[src/rtl/lcd_rgb_rx.sv]
// Receive side of the RGB LCD bus. It recovers pixel coordinates, measures the
// active resolution and per-frame checksum, and flags lock and line-length errors.
module lcd_rgb_rx #(
    parameter bit HS_POL = 1'b0,
    parameter bit VS_POL = 1'b0
) (
    input  logic        lcd_pclk,
    input  logic        rst_n,
    input  logic        lcd_hs,
    input  logic        lcd_vs,
    input  logic        lcd_de,
    input  logic [23:0] lcd_rgb,
    output logic        pix_valid,
    output logic [23:0] pix_data,
    output logic [10:0] pix_xpos,
    output logic [10:0] pix_ypos,
    output logic        frame_start,
    output logic        frame_done,
    output logic [10:0] h_disp,
    output logic [10:0] v_disp,
    output logic [23:0] frame_sum,
    output logic        line_err,
    output logic        locked
);

    localparam logic [10:0] CNT_MAX = 11'd2047;

    typedef enum logic [1:0] {IDLE, VBLANK, ACTIVE, HBLANK} state_e;

    state_e      state_q, state_d;

    logic        hs_r1_q, vs_r1_q, vs_r2_q, de_r1_q, de_r2_q;
    logic [23:0] rgb_r1_q;

    logic [10:0] x_q, x_d, y_q, y_d, ref_q, ref_d;
    logic [23:0] sum_q, sum_d;
    logic        bad_q, bad_d;
    logic        prev_bad_q, prev_bad_d, have_prev_q, have_prev_d;

    logic        pix_valid_q, pix_valid_d;
    logic [23:0] pix_data_q, pix_data_d;
    logic [10:0] pix_xpos_q, pix_xpos_d, pix_ypos_q, pix_ypos_d;
    logic        frame_start_q, frame_start_d, frame_done_q, frame_done_d;
    logic        line_err_q, line_err_d, locked_q, locked_d;
    logic [10:0] h_disp_q, h_disp_d, v_disp_q, v_disp_d;
    logic [23:0] frame_sum_q, frame_sum_d;

    logic vs_act_r1, vs_act_r2, vs_rise, de_rise, de_fall;
    logic pix_emit, line_close;

    // Line sync is captured alongside the other bus signals; nothing depends on it.
    logic unused_hs;
    assign unused_hs = (hs_r1_q == HS_POL);

    assign vs_act_r1 = (vs_r1_q == VS_POL);
    assign vs_act_r2 = (vs_r2_q == VS_POL);
    assign vs_rise   = vs_act_r1 & ~vs_act_r2;
    assign de_rise   = de_r1_q & ~de_r2_q;
    assign de_fall   = ~de_r1_q & de_r2_q;

    always_ff @(posedge lcd_pclk or negedge rst_n) begin
        if (!rst_n) begin
            hs_r1_q  <= ~HS_POL;
            vs_r1_q  <= ~VS_POL;
            vs_r2_q  <= ~VS_POL;
            de_r1_q  <= 1'b0;
            de_r2_q  <= 1'b0;
            rgb_r1_q <= 24'd0;
        end else begin
            hs_r1_q  <= lcd_hs;
            vs_r1_q  <= lcd_vs;
            vs_r2_q  <= vs_r1_q;
            de_r1_q  <= lcd_de;
            de_r2_q  <= de_r1_q;
            rgb_r1_q <= lcd_rgb;
        end
    end

    always_ff @(posedge lcd_pclk or negedge rst_n) begin
        if (!rst_n) state_q <= IDLE;
        else        state_q <= state_d;
    end

    always_comb begin
        state_d = state_q;
        if (vs_rise) begin
            state_d = VBLANK;
        end else begin
            case (state_q)
                VBLANK, HBLANK: if (de_rise) state_d = ACTIVE;
                ACTIVE:         if (de_fall) state_d = HBLANK;
                default:        state_d = state_q;
            endcase
        end
    end

    // A DE that is already high when the frame opens is not a pixel; only a DE edge starts a line.
    assign pix_emit   = ~vs_rise & de_r1_q &
                        ((state_q == ACTIVE) ||
                         (((state_q == VBLANK) || (state_q == HBLANK)) && de_rise));
    assign line_close = (state_q == ACTIVE) & de_fall;

    always_comb begin
        x_d           = x_q;
        y_d           = y_q;
        ref_d         = ref_q;
        sum_d         = sum_q;
        bad_d         = bad_q;
        prev_bad_d    = prev_bad_q;
        have_prev_d   = have_prev_q;
        pix_valid_d   = 1'b0;
        pix_data_d    = pix_data_q;
        pix_xpos_d    = pix_xpos_q;
        pix_ypos_d    = pix_ypos_q;
        frame_start_d = 1'b0;
        frame_done_d  = 1'b0;
        line_err_d    = 1'b0;
        locked_d      = locked_q;
        h_disp_d      = h_disp_q;
        v_disp_d      = v_disp_q;
        frame_sum_d   = frame_sum_q;

        if (pix_emit) begin
            pix_valid_d = 1'b1;
            pix_data_d  = rgb_r1_q;
            pix_xpos_d  = x_q;
            pix_ypos_d  = y_q;
            sum_d       = sum_q + rgb_r1_q;
            if (x_q != CNT_MAX)        x_d   = x_q + 11'd1;
            if (x_q >= CNT_MAX - 11'd1) bad_d = 1'b1;
        end

        if (line_close) begin
            x_d = 11'd0;
            if (y_q != CNT_MAX)         y_d   = y_q + 11'd1;
            if (y_q >= CNT_MAX - 11'd1) bad_d = 1'b1;
            if (y_q == 11'd0) begin
                ref_d = x_q;
            end else if (x_q != ref_q) begin
                line_err_d = 1'b1;
                bad_d      = 1'b1;
            end
        end

        // Frame close sees the line-close results above, so a coincident DE fall counts.
        if (vs_rise) begin
            frame_start_d = 1'b1;
            if ((state_q != IDLE) && (y_d != 11'd0)) begin
                frame_done_d = 1'b1;
                h_disp_d     = ref_d;
                v_disp_d     = y_d;
                frame_sum_d  = sum_d;
                locked_d     = ~bad_d & have_prev_q & ~prev_bad_q &
                               (ref_d == h_disp_q) & (y_d == v_disp_q);
                prev_bad_d   = bad_d;
                have_prev_d  = 1'b1;
            end
            x_d   = 11'd0;
            y_d   = 11'd0;
            ref_d = 11'd0;
            sum_d = 24'd0;
            bad_d = 1'b0;
        end
    end

    always_ff @(posedge lcd_pclk or negedge rst_n) begin
        if (!rst_n) begin
            x_q           <= 11'd0;
            y_q           <= 11'd0;
            ref_q         <= 11'd0;
            sum_q         <= 24'd0;
            bad_q         <= 1'b0;
            prev_bad_q    <= 1'b0;
            have_prev_q   <= 1'b0;
            pix_valid_q   <= 1'b0;
            pix_data_q    <= 24'd0;
            pix_xpos_q    <= 11'd0;
            pix_ypos_q    <= 11'd0;
            frame_start_q <= 1'b0;
            frame_done_q  <= 1'b0;
            line_err_q    <= 1'b0;
            locked_q      <= 1'b0;
            h_disp_q      <= 11'd0;
            v_disp_q      <= 11'd0;
            frame_sum_q   <= 24'd0;
        end else begin
            x_q           <= x_d;
            y_q           <= y_d;
            ref_q         <= ref_d;
            sum_q         <= sum_d;
            bad_q         <= bad_d;
            prev_bad_q    <= prev_bad_d;
            have_prev_q   <= have_prev_d;
            pix_valid_q   <= pix_valid_d;
            pix_data_q    <= pix_data_d;
            pix_xpos_q    <= pix_xpos_d;
            pix_ypos_q    <= pix_ypos_d;
            frame_start_q <= frame_start_d;
            frame_done_q  <= frame_done_d;
            line_err_q    <= line_err_d;
            locked_q      <= locked_d;
            h_disp_q      <= h_disp_d;
            v_disp_q      <= v_disp_d;
            frame_sum_q   <= frame_sum_d;
        end
    end

    assign pix_valid   = pix_valid_q;
    assign pix_data    = pix_data_q;
    assign pix_xpos    = pix_xpos_q;
    assign pix_ypos    = pix_ypos_q;
    assign frame_start = frame_start_q;
    assign frame_done  = frame_done_q;
    assign line_err    = line_err_q;
    assign locked      = locked_q;
    assign h_disp      = h_disp_q;
    assign v_disp      = v_disp_q;
    assign frame_sum   = frame_sum_q;

endmodule
[config.mk]
export PLATFORM = sky130hd
export DESIGN_NAME = lcd_rgb_rx
export DESIGN_NICKNAME = d
export VERILOG_FILES = /design/src/rtl/lcd_rgb_rx.sv
export SDC_FILE = /design/constraint.sdc
export NUM_CORES = 1
export LEC_CHECK = 0
export ABC_AREA = 1
export BUFFER_PORTS_ARGS = -buffer_cell sky130_fd_sc_hd__clkbuf_2
export CAP_MARGIN = 40
export CORE_ASPECT_RATIO = 1.5
export CORE_UTILIZATION = 35
export CTS_CLUSTER_SIZE = 28
export DETAILED_ROUTE_END_ITERATION = 16
export PLACE_DENSITY_LB_ADDON = 0.05
export SYNTH_ARGS = -nofsm -noshare
export SYNTH_HDL_FRONTEND = slang
export SYNTH_SLANG_ARGS = --single-unit
[constraint.sdc]
create_clock -name lcd_pclk -period 2.8 [get_ports lcd_pclk]
set_input_delay 0.28 -clock lcd_pclk [delete_from_list [all_inputs] [get_ports lcd_pclk]]
set_output_delay 0.28 -clock lcd_pclk [all_outputs]
set_load 0.005 [all_outputs]
; ---- Word-level counts from Yosys, hierarchy flattened
; Index checks and enable logic that the tools add are counted.
[totals]
ff_bits = 187
input_bits = 29
out_inout_bits = 97
wordCells = 99
[op_classes]
addsub = 3
order_cmp = 2
n_eq_ne = 10
n_mux = 30
bitwise_logic = 16
reduce_logical = 14
[op_table]
columns = operator, count
row1 = $mux 11, 10
row2 = $mux 24, 2
row3 = $add 24x24->24, 1
row4 = $add 11x1->11 const B, 2
row5 = $eq 11x11->1, 2
row6 = $ge 11x11->1 const B, 2
row7 = $ne 11x11->1 const B, 2
row8 = $mux 1, 14
row9 = $logic_not 11->1, 1
row10 = $ne 11x11->1, 1
row11 = $reduce_bool 11->1, 1
row12 = $and 1x1->1, 10
row13 = $reduce_bool 3->1, 3
row14 = $mux 2, 3
row15 = $ne 3x3->1 const B, 2
row16 = $not 1->1, 6
row17 = $eq 2x2->1 const B, 2
row18 = $pmux 2 s2, 1
row19 = $reduce_and 2->1, 2
row20 = $reduce_and 3->1, 1
row21 = $eq 2x1->1 const B, 1
row22 = $logic_and 1x1->1, 2
row23 = $logic_or 1x1->1, 2
row24 = $reduce_bool 2->1, 1
row25 = $reduce_or 2->1, 1

; ---- Depth between registers and ports, before layout
[depth]
depth_word = 15
depth_mapped = 16
mapped_depth_nobuf = 15

; ---- Worst setup path after synthesis
; No wires, ideal clock.
[synth_path]
path_type = reg2reg
startpoint = reg rgb_r1_q[0]
endpoint = reg frame_sum_q[22] (netlist: frame_sum[22])
setup_time_ps = 117
arrival_time_ps = 1963
required_time_ps = 2683
setup_slack_ps = 721
stages_incl_launch_ff = 16
n_path_buf = 0
synth_period_minus_slack_ps = 2079
path_cell_list = dfrtp_1 -> ha_1 -> inv_1 -> fa_1 -> o21ai_0 -> nand2_1 -> nand2_1 -> nand3_1 -> nand2_1 -> nand3b_1 -> nand2_1 -> nand2_1 -> nand3_1 -> nand2_1 -> nand2_1 -> nand2_1
[synth_between]
elab_chain_cells = 2
[synth_rtl]
columns = element, line_no
row1 = "start, declared", 33  ; logic [23:0] rgb_r1_q;
row2 = "start signal, assigned", 75  ; rgb_r1_q <= lcd_rgb;
row3 = $add 24x24->24, 128  ; sum_d = sum_q + rgb_r1_q;
row4 = $mux 24, 123  ; if (pix_emit) begin
row5 = "end signal, assigned", 204  ; frame_sum_q <= frame_sum_d;
row6 = "end, declared", 46  ; logic [23:0] frame_sum_q, frame_sum_d;
; No other way between the ends.
; A chain may end at the register's enable or synchronous reset.

; ---- Final worst setup path
[layout_path]
startpoint = reg rgb_r1_q[0]
endpoint = reg frame_sum_q[18] (netlist: frame_sum[18])
; The elaborated chain is that of the path after synthesis.

==> impl_results.md <==
* Crit. Startpoint: rgb_r1_q[0]
* Simple-Gate Fraction of Synth Area at between 20% and 30%
* Post-Syn Area at about 9100 sq um
* Clk root buf: clkbuf_16
* Max frequency at 0.399 GHz
* Vias in the first global route at 7714
* Cell with the most instances after synthesis: nand2_1
* Sink Count at 187
* Critical Path RT at 3.13 ns
* Placer congestion estimate at 0.869
* Dominant cells by area after synthesis: dfrtp_1, nand2_1, o21ai_0, nor2_1, ha_1
* Reg-to-reg endpoint: frame_sum[18]
* XOR/XNOR Fraction of Synth Area at under 10%
* First-pass GRT wire length at between 40 and 50 mm
* DRC viols at 0
* CTS tree: built
* FF-to-FF Start: rgb_r1_q[0]
* GR Util All Layers at 19.7%
* Yosys reg bits at 187
* Synth Area in Adders at roughly 4%
* Buf/Inv on CP at 1
* Final worst path period share at 89.6%
* FILL cells at around 2700
* Final Skew at 0.00935 ns
* Largest net degree at the start of global routing at 79
* Layout cells sized above 1 at 15.3%
* Dpl hpwl at 18.2 mm
* DR WL/cell at around 15 microns
* CP Data Arrival Time at 2.84 ns
* Vias per cell at about 4.8
* Setup tns final at 0 ns
* Via Count at approximately 7700
* Final setup viols at 0
* Delay-heaviest family, CP: simple AND/OR/NAND/NOR gates
* Synth cell count leaders: nand2_1, dfrtp_1, nor2_1, o21ai_0, inv_1
* Worst setup path end: frame_sum[18]
* Area Overhead vs Synth at 21.4%
* Most used cell, CP: nand2_1
* Critical path type: reg2reg
* Crit path time final at 2.51 ns
* CP max-delay cell: fa_1
* Lkg Pwr at roughly 5.6 nW
* NumNets Final at around 1300
* Synth Area in Compound Gates at slightly above 9%
* Initial antenna violation count at 0
* Die area at between 20000 and 30000 sq um
* Die Wd at between 100 and 150 microns
* Maximum root-to-sink buffer count at 2
* Row cnt at just over 70
* Total Power at approximately 8.3 mW
* Yosys top cell area share at 50.6%
* WP depth at 15
* Max incr delay on CP at ~0.40 ns
* Worst Setup End Kind: flop
* Critical Path Source Type: flop
* Count of different cell masters after synthesis at 38
* VDD IR max at around 0.46 mV
* DRT Pass-1 Iters at 8
* # IOs at roughly 130
* RSZ-0062 raised after global routing: no
* Crit-path cells: ha_1, inv_1, fa_1, o21ai_0, nand2_1, nand2_1, nand3_1, nand2_1, nand2_1, nand2_1, nand2_1, nand3_1, nand2_1, nand2_1, nand2_1
* Detail Route Antenna Nets at 0
* Die span in y at approximately 200 microns
* Synth Net Count at around 1200
* R2R Setup Slk at around 0.29 ns
* Htree depth at 4
* Post-synthesis mux area share at less than 1%
* Post-Syn Instances at roughly 1100
* Drt first-iter violations at 402
* Placed insts at roughly 1600
* Slew headroom at 43.4%
* PortBufs at between 100 and 150
* Final Hold Fails at 0
* Top FF cell, synth: dfrtp_1
* Slew @ Worst Pin at 0.849 ns
* Max cap viols at 0
* Post-synthesis average cell area at just over 8 sq um
* Worst-path clk slew at about 0.07 ns
* Routed wire length at around 25 mm
* Worst skew pair latency at approximately 0.44 ns
* ANT cells at 0
* Total gr overflow at 0
* Non-filler cells, final at 1627
* Floorplan Core Area at around 26000 sq um
* Power per Cell Area at 746 nW/um^2
* Maximum fanout along the worst path at 3
* Yosys warns at 0
* CTS buffer count at 17
* Starting Density at between 30% and 40%
* Cells on worst reg2reg path at 15
* Sequential-to-total area share from yosys stat at between 50% and 60%
* Ys async rst share at between 90% and 100%
* EDFF count, synth at 0
* Largest area contributor in the netlist: dfrtp_1
* Worst Hold Class: reg2reg
* Run status: finished clean
* Largest family of logic cells by synthesized area: simple AND/OR/NAND/NOR gates
* Max-slew violations at 0
area by class of cell:
| cell class | count | area (sq um) | area share, % |
|---|---|---|---|
| Clock inverter | 11 | 121 | 1.09 |
| Inverter | 76 | 289 | 2.60 |
| Timing Repair Buffer | 179 | 1150 | 10.3 |
| Sequential cell | 187 | 4680 | 42.2 |
| Clock buffer | 19 | 453 | 4.08 |
| Tap cell | 333 | 417 | 3.75 |
| Multi-Input combinational cell | 822 | 3990 | 35.9 |
flip-flops by register name, summed over array words and instances, names as in the netlist, 2 cells and up:
name	cells
y_q	11
sum_q	24
rgb_r1_q	24
x_q	11
pix_ypos	11
v_disp	11
state_q	2
pix_xpos	11
h_disp	11
ref_q	11
frame_sum	24
pix_data	24
cells in the final DEF, fill, tap and decap left out, types with 24 or more instances in the layout:
cell type,n
nand4_1,24
nand2_1,386
a21oi_1,53
buf_4,25
dlygate4sd3_1,27
nor2_1,98
clkbuf_2,123
nand3_1,57
o21ai_0,75
dfrtp_1,185
ha_1,28
inv_1,73
routing by layer:
| layer | routed length, microns | up-vias | track usage (%) |
|---|---|---|---|
| li1 | - | 3943 | - |
| met1 | 10300 | 3625 | 22.2 |
| met2 | 13400 | 134 | 36.9 |
| met3 | 597 | 30 | 3.28 |
| met4 | 494 | 0 | 6.99 |
| met5 | 0 | - | 0 |
per-stage QoR:
step | utilization, % | area, sq um | hold WS (ns) | worst slack, ns
2_1_floorplan | - | 9150 | -0.0156 | 0.721
3_3_place_gp | 39.7 | 10200 | 0.352 | 0.264
3_5_place_dp | 39.7 | 10200 | 0.344 | 0.222
4_1_cts | 43.0 | 11100 | 0.388 | 0.210
5_1_grt | 43.1 | 11100 | 0.391 | 0.0435
6_report | 43.1 | 11100 | 0.385 | 0.291
power by group:
part           switching, mW  internal, mW
logic                   1.37         0.959
clock network           1.06          1.35
registers              0.333          3.21
worst min path at each step:
stage          startpoint          end  slack, ns  cells after the start
3_5_place_dp        rst_n  frame_start       0.34                      1
4_1_cts           vs_r1_q      vs_r2_q       0.39                      0
6_report          vs_r1_q      vs_r2_q       0.38                      0
2_1_floorplan       rst_n        bad_q      -0.02                      0
3_3_place_gp        rst_n  frame_start       0.35                      1
5_1_grt           vs_r1_q      vs_r2_q       0.39                      0
what timing repair did:
item / CTS / global route
resized for setup: 0 / 2
setup buffers: 0 / 1
endpoints found under the hold margin: 94 / 0
hold buffers: 27 / 0
endpoints found under the setup margin: 0 / 12
cells by family (layout without fill, tap and decap cells):
group,Yosys count,in the layout
flops,187,187
xor+xnor,27,27
fa+ha+maj,29,29
buf+inv,114,285
simple gates,604,604
compound gates,160,160
mux,2,2
Power figures use the tool's default switching activity.
